**src/rtl/dram_addr_seq_pkg.sv**
```systemverilog
// Shared definitions for the DRAM address sequencer.
//   - address mode encodings (mode 3 falls back to sequential)
//   - per-channel state enum
//   - lfsr_taps(k): maximal-length Galois tap mask for k = 8..32, bit k-1 is
//     always set; the register shifts toward bit 0 and folds the dropped bit
//     back in through this mask.
package dram_addr_seq_pkg;

  localparam logic [1:0] MODE_SEQ    = 2'd0;
  localparam logic [1:0] MODE_STRIDE = 2'd1;
  localparam logic [1:0] MODE_LFSR   = 2'd2;

  typedef enum logic [1:0] {
    IDLE = 2'd0,
    RUN  = 2'd1,
    DONE = 2'd2
  } chan_state_e;

  function automatic logic [31:0] lfsr_taps(input int unsigned k);
    logic [31:0] taps;
    case (k)
      8:       taps = 32'h0000_00B8;
      9:       taps = 32'h0000_0110;
      10:      taps = 32'h0000_0240;
      11:      taps = 32'h0000_0500;
      12:      taps = 32'h0000_0E08;
      13:      taps = 32'h0000_1C80;
      14:      taps = 32'h0000_3802;
      15:      taps = 32'h0000_6000;
      16:      taps = 32'h0000_D008;
      17:      taps = 32'h0001_2000;
      18:      taps = 32'h0002_0400;
      19:      taps = 32'h0007_2000;
      20:      taps = 32'h0009_0000;
      21:      taps = 32'h0014_0000;
      22:      taps = 32'h0030_0000;
      23:      taps = 32'h0042_0000;
      24:      taps = 32'h00E1_0000;
      25:      taps = 32'h0120_0000;
      26:      taps = 32'h0200_0023;
      27:      taps = 32'h0400_0013;
      28:      taps = 32'h0900_0000;
      29:      taps = 32'h1400_0000;
      30:      taps = 32'h2000_0029;
      31:      taps = 32'h4800_0000;
      32:      taps = 32'h8020_0003;
      default: taps = 32'h0000_0000;
    endcase
    return taps;
  endfunction

endpackage

```
**src/rtl/dram_addr_seq_if.sv**
```systemverilog
// Handshake/configuration bundle between the test controller (master) and
// the DRAM address sequencer (slave).
//   i_start/i_mode/i_base/i_stride/i_len : configuration + start pulse
//   i_wen/i_ren                          : address consumed on each channel
//   o_waddr/o_raddr                      : burst-aligned addresses
//   o_wvalid/o_rvalid, o_wdone/o_rdone   : per-channel status
interface dram_addr_seq_if #(
  parameter int ADDR_WIDTH = 27,
  parameter int ALIGN_BITS = 3,
  parameter int LEN_WIDTH  = 24
);
  localparam int K = ADDR_WIDTH - ALIGN_BITS;

  logic                  i_start;
  logic [1:0]            i_mode;
  logic [ADDR_WIDTH-1:0] i_base;
  logic [K-1:0]          i_stride;
  logic [LEN_WIDTH-1:0]  i_len;
  logic                  i_wen;
  logic                  i_ren;
  logic [ADDR_WIDTH-1:0] o_waddr;
  logic [ADDR_WIDTH-1:0] o_raddr;
  logic                  o_wvalid;
  logic                  o_rvalid;
  logic                  o_wdone;
  logic                  o_rdone;

  modport master (
    output i_start, i_mode, i_base, i_stride, i_len, i_wen, i_ren,
    input  o_waddr, o_raddr, o_wvalid, o_rvalid, o_wdone, o_rdone
  );

  modport slave (
    input  i_start, i_mode, i_base, i_stride, i_len, i_wen, i_ren,
    output o_waddr, o_raddr, o_wvalid, o_rvalid, o_wdone, o_rdone
  );
endinterface

```
**src/rtl/dram_addr_seq_chan.sv**
```systemverilog
// One address channel: IDLE -> RUN -> DONE FSM, K-bit unit index and
// transaction counter.
//   clk, i_rst   : clock, synchronous active-high reset
//   start_i      : load seed_i, clear count, enter RUN (overrides consume_i)
//   seed_i       : starting unit index (already zero-seed corrected)
//   mode_i/stride_i/len_i : latched configuration from the top level
//   consume_i    : current index accepted by the downstream mux
//   valid_o/done_o/idx_o/count_o : registered channel status
module dram_addr_seq_chan
  import dram_addr_seq_pkg::*;
#(
  parameter int K         = 24,
  parameter int LEN_WIDTH = 24
) (
  input  logic                 clk,
  input  logic                 i_rst,
  input  logic                 start_i,
  input  logic [K-1:0]         seed_i,
  input  logic [1:0]           mode_i,
  input  logic [K-1:0]         stride_i,
  input  logic [LEN_WIDTH-1:0] len_i,
  input  logic                 consume_i,
  output logic                 valid_o,
  output logic                 done_o,
  output logic [K-1:0]         idx_o,
  output logic [LEN_WIDTH-1:0] count_o
);

  localparam logic [31:0] TAPS_ALL = lfsr_taps(K);
  localparam logic [K-1:0] TAPS    = TAPS_ALL[K-1:0];

  chan_state_e          state_q, state_d;
  logic [K-1:0]         idx_q, idx_d, idx_next;
  logic [LEN_WIDTH-1:0] count_q, count_d, count_inc;

  assign count_inc = count_q + LEN_WIDTH'(1);

  always_comb begin
    case (mode_i)
      MODE_STRIDE: idx_next = idx_q + stride_i;
      // Galois step from a nonzero state never produces zero.
      MODE_LFSR:   idx_next = (idx_q >> 1) ^ (idx_q[0] ? TAPS : '0);
      default:     idx_next = idx_q + K'(1);
    endcase
  end

  // NOTE: every always_comb output gets a default first so no path leaves it
  // unassigned; otherwise synthesis infers a latch.
  always_comb begin
    state_d = state_q;
    idx_d   = idx_q;
    count_d = count_q;
    if (start_i) begin
      state_d = RUN;
      idx_d   = seed_i;
      count_d = '0;
    end else begin
      case (state_q)
        RUN: begin
          if (len_i == '0) begin
            state_d = DONE;
          end else if (consume_i) begin
            idx_d   = idx_next;
            count_d = count_inc;
            if (count_inc == len_i) state_d = DONE;
          end
        end
        default: ;  // IDLE and DONE hold until the next start
      endcase
    end
  end

  // NOTE: state registers use non-blocking assignments so every register
  // samples the pre-edge values regardless of statement order.
  always_ff @(posedge clk) begin
    if (i_rst) begin
      state_q <= IDLE;
      idx_q   <= '0;
      count_q <= '0;
    end else begin
      state_q <= state_d;
      idx_q   <= idx_d;
      count_q <= count_d;
    end
  end

  // Count stays below len while in RUN, so a nonzero len means valid.
  assign valid_o = (state_q == RUN) && (len_i != '0);
  assign done_o  = (state_q == DONE);
  assign idx_o   = idx_q;
  assign count_o = count_q;

endmodule

```
**src/rtl/dram_addr_sequencer.sv**
```systemverilog
// Burst-aligned write/read address generator for the DRAM traffic test path.
// Both channels replay the same index sequence (sequential, strided or LFSR).
//   clk, i_rst : clock, synchronous active-high reset
//   bus        : dram_addr_seq_if.slave (configuration, consume strobes,
//                addresses, valid/done per channel)
// Optional build macro DRAM_ADDR_SEQ_RAW_GUARD_EN: hold o_rvalid low while
// the read channel has consumed as many addresses as the write channel.
module dram_addr_sequencer
  import dram_addr_seq_pkg::*;
#(
  parameter int ADDR_WIDTH = 27,  // ADDR_WIDTH-ALIGN_BITS must be 8..32
  parameter int ALIGN_BITS = 3,
  parameter int LEN_WIDTH  = 24
) (
  input logic       clk,
  input logic       i_rst,
  dram_addr_seq_if.slave bus
);

  localparam int K = ADDR_WIDTH - ALIGN_BITS;

  logic [1:0]           mode_q;
  logic [K-1:0]         stride_q;
  logic [LEN_WIDTH-1:0] len_q;

  logic [K-1:0]         base_idx, seed;
  logic                 w_valid, r_valid, raw_ok;
  logic [K-1:0]         w_idx, r_idx;
  logic [LEN_WIDTH-1:0] w_count, r_count;
  logic                 unused_base_lsb;

  assign base_idx        = bus.i_base[ADDR_WIDTH-1:ALIGN_BITS];
  assign unused_base_lsb = ^bus.i_base[ALIGN_BITS-1:0];
  // A zero seed would lock the LFSR at zero forever.
  assign seed = ((bus.i_mode == MODE_LFSR) && (base_idx == '0)) ? K'(1) : base_idx;

  always_ff @(posedge clk) begin
    if (i_rst) begin
      mode_q   <= MODE_SEQ;
      stride_q <= '0;
      len_q    <= '0;
    end else if (bus.i_start) begin
      mode_q   <= bus.i_mode;
      stride_q <= bus.i_stride;
      len_q    <= bus.i_len;
    end
  end

`ifdef DRAM_ADDR_SEQ_RAW_GUARD_EN
  // Counts are registered, so the guard adds no path from i_wen to o_rvalid.
  assign raw_ok = (r_count < w_count);
`else
  logic unused_counts;
  assign raw_ok        = 1'b1;
  assign unused_counts = ^{w_count, r_count};
`endif

  dram_addr_seq_chan #(.K(K), .LEN_WIDTH(LEN_WIDTH)) u_wchan (
    .clk       (clk),
    .i_rst     (i_rst),
    .start_i   (bus.i_start),
    .seed_i    (seed),
    .mode_i    (mode_q),
    .stride_i  (stride_q),
    .len_i     (len_q),
    .consume_i (bus.i_wen),
    .valid_o   (w_valid),
    .done_o    (bus.o_wdone),
    .idx_o     (w_idx),
    .count_o   (w_count)
  );

  dram_addr_seq_chan #(.K(K), .LEN_WIDTH(LEN_WIDTH)) u_rchan (
    .clk       (clk),
    .i_rst     (i_rst),
    .start_i   (bus.i_start),
    .seed_i    (seed),
    .mode_i    (mode_q),
    .stride_i  (stride_q),
    .len_i     (len_q),
    .consume_i (bus.i_ren && raw_ok),
    .valid_o   (r_valid),
    .done_o    (bus.o_rdone),
    .idx_o     (r_idx),
    .count_o   (r_count)
  );

  assign bus.o_waddr  = {w_idx, {ALIGN_BITS{1'b0}}};
  assign bus.o_raddr  = {r_idx, {ALIGN_BITS{1'b0}}};
  assign bus.o_wvalid = w_valid;
  assign bus.o_rvalid = r_valid && raw_ok;

endmodule

```
**src/flat_wrapper.sv**
```systemverilog
// flat-port wrapper written by rule: the top's interface ports become plain ports
module dram_addr_sequencer_flat import dram_addr_seq_pkg::*;
#(
  parameter int ADDR_WIDTH = 27,                                        
  parameter int ALIGN_BITS = 3,
  parameter int LEN_WIDTH  = 24
)
  (clk, i_rst, bus_i_start, bus_i_mode, bus_i_base, bus_i_stride, bus_i_len, bus_i_wen, bus_i_ren, bus_o_waddr, bus_o_raddr, bus_o_wvalid, bus_o_rvalid, bus_o_wdone, bus_o_rdone);
  dram_addr_seq_if #(.ADDR_WIDTH(ADDR_WIDTH), .ALIGN_BITS(ALIGN_BITS), .LEN_WIDTH(LEN_WIDTH)) bus_i ();
  input logic clk;
  input logic i_rst;
  input wire logic [$bits(bus_i.i_start)-1:0] bus_i_start;
  input wire logic [$bits(bus_i.i_mode)-1:0] bus_i_mode;
  input wire logic [$bits(bus_i.i_base)-1:0] bus_i_base;
  input wire logic [$bits(bus_i.i_stride)-1:0] bus_i_stride;
  input wire logic [$bits(bus_i.i_len)-1:0] bus_i_len;
  input wire logic [$bits(bus_i.i_wen)-1:0] bus_i_wen;
  input wire logic [$bits(bus_i.i_ren)-1:0] bus_i_ren;
  output wire logic [$bits(bus_i.o_waddr)-1:0] bus_o_waddr;
  output wire logic [$bits(bus_i.o_raddr)-1:0] bus_o_raddr;
  output wire logic [$bits(bus_i.o_wvalid)-1:0] bus_o_wvalid;
  output wire logic [$bits(bus_i.o_rvalid)-1:0] bus_o_rvalid;
  output wire logic [$bits(bus_i.o_wdone)-1:0] bus_o_wdone;
  output wire logic [$bits(bus_i.o_rdone)-1:0] bus_o_rdone;
  assign bus_i.i_start = bus_i_start;
  assign bus_i.i_mode = bus_i_mode;
  assign bus_i.i_base = bus_i_base;
  assign bus_i.i_stride = bus_i_stride;
  assign bus_i.i_len = bus_i_len;
  assign bus_i.i_wen = bus_i_wen;
  assign bus_i.i_ren = bus_i_ren;
  assign bus_o_waddr = bus_i.o_waddr;
  assign bus_o_raddr = bus_i.o_raddr;
  assign bus_o_wvalid = bus_i.o_wvalid;
  assign bus_o_rvalid = bus_i.o_rvalid;
  assign bus_o_wdone = bus_i.o_wdone;
  assign bus_o_rdone = bus_i.o_rdone;
  dram_addr_sequencer #(.ADDR_WIDTH(ADDR_WIDTH), .ALIGN_BITS(ALIGN_BITS), .LEN_WIDTH(LEN_WIDTH)) u_core (.clk(clk), .i_rst(i_rst), .bus(bus_i));
endmodule
```
**config.mk**
```make
export PLATFORM = sky130hd
export DESIGN_NAME = dram_addr_sequencer_flat
export DESIGN_NICKNAME = d
export VERILOG_FILES = /design/src/rtl/dram_addr_seq_pkg.sv /design/src/rtl/dram_addr_seq_if.sv /design/src/rtl/dram_addr_seq_chan.sv /design/src/rtl/dram_addr_sequencer.sv /design/src/flat_wrapper.sv
export SDC_FILE = /design/constraint.sdc
export NUM_CORES = 1
export LEC_CHECK = 0
export CAP_MARGIN = 20
export CORE_MARGIN = 10
export CORE_UTILIZATION = 40
export CTS_BUF_LIST = sky130_fd_sc_hd__clkbuf_2 sky130_fd_sc_hd__clkbuf_4 sky130_fd_sc_hd__clkbuf_8
export DETAILED_ROUTE_END_ITERATION = 10
export GPL_ROUTABILITY_DRIVEN = 0
export MAX_ROUTING_LAYER = met4
export PLACE_DENSITY = 0.65
export RECOVER_POWER = 25
export SYNTH_ARGS = -nofsm -noshare
export SYNTH_HDL_FRONTEND = slang
export SYNTH_SLANG_ARGS = --single-unit
```
**constraint.sdc**
```tcl
create_clock -name clk -period 9.73 [get_ports clk]
set_clock_uncertainty 0.1 [all_clocks]
set_input_delay 0.973 -clock clk [delete_from_list [all_inputs] [get_ports clk]]
set_output_delay 0.973 -clock clk [all_outputs]
set_load 0.05 [all_outputs]
```
* After elaboration in Yosys (flattened, before gate mapping)
Index checks and enable logic that the tools add are counted.
** Operators by class
- Eq/ne operators :: 10
- Bitwise operators :: 3
- Add/subtract/negate cells :: 6
- Reduce and logical (&&, ||, !) cells :: 27
- Muxes and demuxes :: 23
** Operator list (number)
- $mux W24 :: 11
- $add A24 B1 Y24 const B :: 4
- $pmux W24 S2 :: 2
- $add A24 B24 Y24 :: 2
- $eq A24 B24 Y1 :: 2
- $logic_not A24 Y1 :: 2
- $xor A23 B24 Y24 :: 2
- $reduce_and A3 Y1 :: 8
- $reduce_bool A24 Y1 :: 1
- $reduce_bool A2 Y1 :: 8
- $mux W2 :: 6
- $reduce_bool A3 Y1 :: 4
- $eq A2 B2 Y1 const B :: 4
- $eq A2 B1 Y1 const B :: 3
- $mux W1 :: 4
- $logic_and A1 B1 Y1 :: 3
- $ne A2 B2 Y1 const B :: 1
- $reduce_or A2 Y1 :: 1
- $not A1 Y1 :: 1
** Word-level totals
- Register bits :: 150
- Output and inout bits :: 58
- Word-level logic and storage cells :: 80
- Bits of input ports :: 82

* Longest topological paths before layout
Gate-level depths: netlist of run 1.
- Depth in word-level cells :: 7
- Mapped depth :: 20
- Depth with buffers taken out :: 14

* Cells and area by module
Synthesis of run 1 repeated with hierarchy kept, for this count alone.
** Unflattened totals
- Cells, all modules :: 1441
- Area total of the unflattened synthesis :: 11081.9 sq um
** By module, submodules not included
- dram_addr_seq_chan (u_core.u_rchan) :: times used 1, cells an instance 629, seq. area each 1001.0 sq um, area an instance 4603.2 sq um
- dram_addr_seq_chan (u_core.u_wchan) :: times used 1, cells an instance 610, seq. area each 1001.0 sq um, area an instance 4445.5 sq um
- dram_addr_sequencer :: times used 1, cells an instance 202, seq. area each 1001.0 sq um, area an instance 2033.2 sq um

* Worst setup path after synthesis of run 1
Ideal clock, no wire load.
- Path kind :: register to register
- From :: register u_core.mode_q[0]
- To :: register u_core.u_rchan.idx_q[22] (netlist: u_core.u_rchan.idx_o[22])
- Period minus slack after synthesis :: 4033 ps
- Slack :: 5697 ps
- Arrival :: 3801 ps
- Buffers on the path :: 6
- Library setup time :: 132 ps
- Stages on the path, launching flop included :: 21
- Required time :: 9498 ps
- Cells stage by stage :: dfxtp_1 -> buf_4 -> nor2b_4 -> buf_4 -> buf_6 -> buf_2 -> clkbuf_1 -> clkbuf_1 -> nand2b_1 -> ha_1 -> ha_1 -> o311ai_1 -> nand2_1 -> nor3_1 -> o21ai_1 -> a21oi_1 -> o21ai_2 -> nor3b_1 -> a2111oi_0 -> a2111oi_0 -> nor3_1
** Between the ends
- Word-level cells in the longest chain between the ends :: 6
- Elaborated cells between the ends (all ways) :: 7
- Classes of those cells :: eq/ne (2); mux (5)
** RTL lines
- from (decl) :: RTL line dram_addr_sequencer.sv:22 : logic [1:0] mode_q;
- from (signal assigned) :: RTL line dram_addr_sequencer.sv:43 : mode_q <= bus.i_mode;
- $eq A2 B2 Y1 / $eq A2 B1 Y1 (equally long branches) :: RTL line dram_addr_seq_chan.sv:39 : case (mode_i)
- $pmux W24 S2 * :: RTL line dram_addr_seq_chan.sv:39
- $mux W24 * :: RTL line dram_addr_seq_chan.sv:62 : end else if (consume_i) begin
- $mux W24 * :: RTL line dram_addr_seq_chan.sv:60 : if (len_i == '0) begin
- $mux W24 * :: RTL line dram_addr_seq_chan.sv:58 : case (state_q)
- $mux W24 * :: RTL line dram_addr_seq_chan.sv:53 : if (start_i) begin
- to (signal assigned) :: RTL line dram_addr_seq_chan.sv:82 : idx_q <= idx_d;
- to (decl) :: RTL line dram_addr_seq_chan.sv:33 : logic [K-1:0] idx_q, idx_d, idx_next;
Mark *: on every way between the ends. The rest lies on a longest branch, timed or not. The select of a mux whose other input is x is not followed.
A chain may end at the register's enable or synchronous reset.

* Final worst setup path of run 1
- From :: input port bus_i_start
- To :: register u_core.u_rchan.idx_q[9] (netlist: u_core.u_rchan.idx_o[9])
** Between the ends
- Word-level cells in the longest chain between the ends :: 2
- Elaborated cells between the ends (all ways) :: 5
- Classes of those cells :: eq/ne (1); mux (1); reduce/logical (3)
** RTL lines
- from (decl) :: RTL line flat_wrapper.sv:12 : input wire logic [$bits(bus_i.i_start)-1:0] bus_i_start;
- $ne A2 B2 Y1 (no source line) / $reduce_bool A2 Y1 (equally long branches)
- $reduce_and A3 Y1 (no source line)
Several ways; a longest one is shown, not always the timed one.

==> results of run 1 <==
==> worst register-to-register path: stages, from the launching register on <==
cell and delay, ns:
dfxtp_1 0.31, buf_4 0.32, nor2b_4 0.25, nand2b_1 0.10, ha_1 0.23, ha_1 0.24
o311ai_1 0.28, nand2_1 0.12, nor3_1 0.45, o21ai_1 0.29, a21oi_1 0.40, o21ai_2 0.21
nor3b_1 0.23, a2111oi_0 0.09, a2111oi_0 0.33, nor3_1 0.08
==> cell usage after synthesis, drive strengths merged (42+ instances only) <==
cell	instances
a21oi	96
buf	71
clkbuf	71
dfxtp	150
mux2i	57
nand2	167
nand3	42
nor2	235
nor3	50
o21ai	90
xnor2	99
xor2	83
==> routing by layer <==
metal  vias up  track usage  part of all wire
met2       415        0.328              0.48
met3        66       0.0265             0.054
met5         -            -                 0
met4         0       0.0744             0.030
li1       5907            -                 -
met1      5707        0.252              0.44
==> state kept, by name, indices dropped and copies added, names as in the netlist <==
signal                  cells
u_core.u_rchan.state_q      2
u_core.u_wchan.count_o     24
u_core.stride_q            24
u_core.mode_q               2
u_core.u_wchan.state_q      2
u_core.u_wchan.idx_o       24
u_core.len_q               24
u_core.u_rchan.count_o     24
u_core.u_rchan.idx_o       24
==> how the worst max path moves through the flow <==
stage                     start                  endpoint
2_1_floorplan  u_core.mode_q[0]  u_core.u_rchan.idx_o[22]
3_3_place_gp   u_core.mode_q[0]  u_core.u_wchan.idx_o[20]
3_5_place_dp   u_core.mode_q[0]  u_core.u_wchan.idx_o[20]
4_1_cts        u_core.mode_q[0]  u_core.u_wchan.idx_o[20]
5_1_grt             bus_i_start   u_core.u_rchan.idx_o[9]
6_report            bus_i_start   u_core.u_rchan.idx_o[9]
==> power breakdown <==
part | switching, mW | leakage [nW] | internal (mW)
Combinational | 0.241 | 3.54 | 0.169
Clock | 0.264 | 0.172 | 0.195
Sequential | 0.0771 | 1.23 | 0.643
==> cell families (layout without fill, tap and decap cells) <==
family | count (synthesis) | count (layout) | share of synthesized area
flip-flops | 150 | 150 | 0.248
buffers and inverters | 170 | 206 | 0.0625
AND/OR/NAND/NOR | 661 | 661 | 0.260
AO/OA/AOI/OAI | 394 | 394 | 0.216
adder cells (fa/ha/maj) | 36 | 36 | 0.0338
XOR/XNOR | 182 | 182 | 0.131
other | 1 | 6 | 0.000309
multiplexers | 59 | 59 | 0.0489
==> layout make-up <==
cell class,count,area (um^2)
fillers,3036,16000
inverters,28,105
multi-input cells,1338,8390
flip-flops and latches,150,3000
clock buffers,21,277
clock inverters,10,71.3
well taps,390,488
repair buffers,147,1440
==> impl_results.md, run 1 <==
- Status: finished, violations left
- Failing checks: capacitance limit, slew limit
- Initial core utilization: 0.407
- Worst Tran Pin Value: between 3 and 4 ns
- CTS max path bufs: 2
- Synth warnings: 0
- # Max-Cap Violations: 1
- Post-Syn Area per Cell: ~7.3 um^2
- Pwr dens: approximately 120 nW/um^2
- Tot GR Track Use: 0.202
- Die height: 194 um
- DP Area: approximately 13000 um^2
- Startpoint of the worst hold path: u_core.u_wchan.state_q[1]
- Core area: slightly below 30000 um^2
- Critical path fanouts, max: 60
- WHS: 0.382 ns
- Worst-case reg-to-reg path depth: 15
- Setup Viol. Count Final: 0
- Design area: 13800 um^2
- VDD IR-drop max: ~0.087 mV
- RSZ-0062 raised after global routing: false
- CP max stage cell: clkbuf_1
- Placed Cells: roughly 2100
- Critical Path Sink Type: register
- Post-Route Utilization: 0.462
- IO buf count: between 100 and 150
- Post-synthesis sequential area ratio: 0.248
- Root buf cell: clkbuf_8
- TritonCTS clock tree: built
- Register bit total from synthesis: 150
- R2R Path Start: u_core.mode_q[0]
- Post-synth top area share: 0.248
- Routed wire length: about 39000 um
- Drt first pass iters: 6
- Worst-path clk slew: about 0.080 ns
- Synth top area cells: dfxtp_1, nor2_1, xnor2_1, xor2_1, nand2_1
- Clk sink count: 150
- WL per Instance: approximately 19 um
- Worst min-delay path class: reg2reg
- Final Max Slew Viols: 61
- Half-perimeter wire length after placement: 27500 um
- CP Buf/Inv Count: 3
- Worst setup margin: ~3.2 ns
- Post-synth ARST share: 0
- Post-layout minimum cycle time: 6.53 ns
- Global route total overflow: 0
- Vias in the first global route: around 11000
- Setup TNS Final: 0 ns
- Post-CTS Setup Bufs: 0
- Final Cycle Share: 0.671
- R2r setup slk: between 5 and 6 ns
- Commonest cells after routing, fill and taps aside: nor2_1, nand2_1, dfxtp_1
- # rows: between 60 and 70
- First-pass GRT wire length: around 62000 um
- Worst Path Arrival: approximately 6.8 ns
- P_leak: 4.94 nW
- Synth area leader: dfxtp_1
- Critical path required time: 10.03 ns
- Crit path cell chain: clkbuf_1 -> inv_1 -> a41oi_2 -> buf_4 -> nand2_1 -> a41oi_1 -> o22ai_1 -> nor3_1
- Max Freq: between 150 and 200 MHz
- Pin count of the biggest net entering global routing: 73
- Ratio of cells with drive above 1 in the final layout: 0.0460
- Hold EP: u_core.u_wchan.state_q[1]
- Routed via count: ~12000
- Crit path kind: in2reg
- Commonest non-fill, non-tap cell in the layout: nor2_1
- Initial antenna violation count: 0
- Synth Instances: about 1700
- Top FF cell, synth: dfxtp_1
- Vias per cell: 5.80
- TritonCTS Buffers: 17
- Largest delay contributor family on the critical path: buffers and inverters
- Max incr delay on CP: around 2.6 ns
- Fin nets: 1784
- Num ports: 140
- Number of synthesized flops with an enable pin: 0
- Reg-to-Reg End: u_core.u_rchan.idx_o[22]
- Clock H-tree levels: 4
- Chip Width: 194 um
- Area Overhead vs Synth: 13.6%
- Critical Path Source Type: input pin
- Post_cts resized: 0
- Netlist cell types: 91
- Overall Power: 1.59 mW
- Clk_lat worst skew: between 0.4 and 0.5 ns
- Post-route ant nets: 0
- Die area: 37700 um^2
- Hold-fix buffers at CTS: 0
- Slew HR: -1.56
- Non-filler cells, final: between 2000 and 2500
- Cell Area, Synth: between 10000 and 15000 um^2
- Initial DRC Count: approximately 1100
- Pre-CTS setup slack: ~5.6 ns
- Worst hold stages: 2
- DRC viols: 0
- Antenna Diode Count: 0
- WP depth: 8
- Final Hold Violating Endpoints: 0
No activity file was read; power rests on OpenSTA's default activity.
==> inputs of run 2 (changes only) <==
- PLACE_DENSITY: 0.65 -> 0.68
- clock period: 9.73 -> 5.25 ns (I/O delays scaled with it)
==> impl_results.md, run 2 (same netlist as run 1, synthesis figures left out) <==
- Fillcell total: 2997 (-1.3%)
- Failing checks: capacitance limit, slew limit
- Initial core utilization: 0.407 (unchanged)
- WHS: 0.377 ns (-0.00473 ns)
- # rows: 63 (unchanged)
- # Max-Cap Violations: 3 (+2)
- First-pass GRT wire length: 61600 um (-0.32%)
- Routed wire length: 38300 um (-0.98%)
- Hold-fix buffers at CTS: 0 (unchanged)
- Final Max Slew Viols: 173 (+180%)
- RSZ-0062 raised after global routing: false
- DRC viols: 0 (unchanged)
- Die area: 37700 um^2 (unchanged)
- Worst Path Arrival: 4.64 ns (-2.19 ns)
- Setup TNS Final: 0 ns (unchanged)
- Drt first pass iters: 7 (+1)
- Slew HR: -1.21 (+0.348)
- DP Area: 13400 um^2 (+0.11%)
- Global route total overflow: 0 (unchanged)
- Post-Route Utilization: 0.463 (+0.00122)
- Crit path top cell by count: clkbuf_1
- Post-CTS Setup Bufs: 0 (unchanged)
- Pin count of the biggest net entering global routing: 69 (-5.5%)
- Clock H-tree levels: 4 (unchanged)
- VDD IR-drop max: 0.184 mV (+110%)
- Initial antenna violation count: 0 (unchanged)
- Critical path required time: 5.39 ns (-4.64 ns)
- Max incr delay on CP: 2.44 ns (-0.20 ns)
- TritonCTS Buffers: 17 (unchanged)
- Critical Path Sink Type: register
- Routed via count: 12222 (+1.1%)
- Tot GR Track Use: 0.201 (-0.00186)
- IO buf count: 130 (unchanged)
- Commonest non-fill, non-tap cell in the layout: nor2_1
- Worst Setup EP: u_core.u_wchan.idx_o[17]
- Root buf cell: clkbuf_8
- Critical path fanouts, max: 64 (+6.7%)
- Status: finished, violations left
- R2r setup slk: 1.04 ns (-4.53 ns)
- Worst-case reg-to-reg path depth: 14 (-1)
- Design area: 13800 um^2 (+0.26%)
- Fin nets: 1785 (+0.056%)
- Clk_lat worst skew: 0.49 ns (about the same)
- Ratio of cells with drive above 1 in the final layout: 0.0460 (about the same)
- Post_cts resized: 0 (unchanged)
- Max Freq: 223 MHz
- Core area: 29800 um^2 (unchanged)
- Area Overhead vs Synth: 13.9%
- Reg-to-Reg End: u_core.u_rchan.idx_o[22]
- Antenna Diode Count: 0 (unchanged)
- Vias in the first global route: 11666 (+3.0%)
- R2R Path Start: u_core.mode_q[0]
- Commonest cells after routing, fill and taps aside: nor2_1, nand2_1, dfxtp_1
- Worst-path clk slew: 0.09 ns (about the same)
- Initial DRC Count: 1068 (+0.094%)
- Half-perimeter wire length after placement: 27500 um (-0.13%)
- Setup crit start: i_rst
- Setup Viol. Count Final: 0 (unchanged)
- Post-layout minimum cycle time: roughly 4.5 ns
- Critical Path Source Type: input pin
- Final Cycle Share: 0.856
- Num ports: 140 (unchanged)
- Die height: 194 um (unchanged)
- CTS max path bufs: 2 (unchanged)
- Worst Tran Pin Value: 3.31 ns (-0.522 ns)
- Post-route ant nets: 0 (unchanged)
- Crit path cell chain: clkbuf_1 -> clkbuf_1 -> o22ai_1
- Chip Width: 194 um (unchanged)
- Vias per cell: 5.86 (+1.0%)
- P_leak: 4.97 nW (+0.57%)
- Clk sink count: 150 (unchanged)
- TritonCTS clock tree: built
- Final Hold Violating Endpoints: 0 (unchanged)
- Crit path kind: in2reg
- Worst min-delay path class: reg2reg
- Pwr dens: 219 nW/um^2 (+90%)
- WL per Instance: 18.4 um (-1.0%)
- CP max stage cell: clkbuf_1
==> run 2: report_power, final <==
group / internal (mW) / switching (mW)
combinational: 0.313 / 0.446
clock: 0.431 / 0.493
sequential: 1.19 / 0.145
==> run 2: per-layer routing <==
layer	track usage	share of wire
met1	0.240	0.44
met2	0.333	0.48
met3	0.0372	0.061
met4	0.0645	0.025
met5	-	0
==> run 2: through the flow <==
step                      worst slack, ns  power (mW)  std cells
after detailed placement             1.28        2.11       2053
final                               0.758        3.02       2085
after CTS                            1.25        3.03       2084
after floorplan                      1.22        1.85       1658
after global placement               1.35        2.09       2053
after global routing                0.405        3.16       2085
==> run 2: cell type report <==
class | count | area, um^2 | area share
inverters | 28 | 105 | 0.00761
clock buffers | 19 | 249 | 0.0180
flip-flops and latches | 150 | 3000 | 0.217
repair buffers | 148 | 1440 | 0.104
multi-input cells | 1338 | 8390 | 0.608
well taps | 390 | 488 | 0.0353
clock inverters | 12 | 130 | 0.00942
==> run 2: worst min path at each step <==
| stage | to | from | cells past startpoint |
|---|---|---|---|
| floorplan | u_core.u_wchan.state_q[1] | u_core.u_wchan.state_q[1] | 2 |
| global placement | u_core.u_wchan.state_q[1] | u_core.u_wchan.state_q[1] | 2 |
| detailed placement | u_core.u_wchan.state_q[1] | u_core.u_wchan.state_q[1] | 2 |
| CTS | u_core.len_q[11] | i_rst | 2 |
| global route | u_core.u_rchan.idx_o[19] | u_core.u_rchan.idx_o[19] | 2 |
| finish | u_core.u_wchan.state_q[1] | u_core.u_wchan.state_q[1] | 2 |
==> run 2: worst max-delay path: cells and delay by family <==
kind	cells	cell delay [ns]
AOI/OAI and AO/OA	1	0.29
buffers and inverters	2	3.76
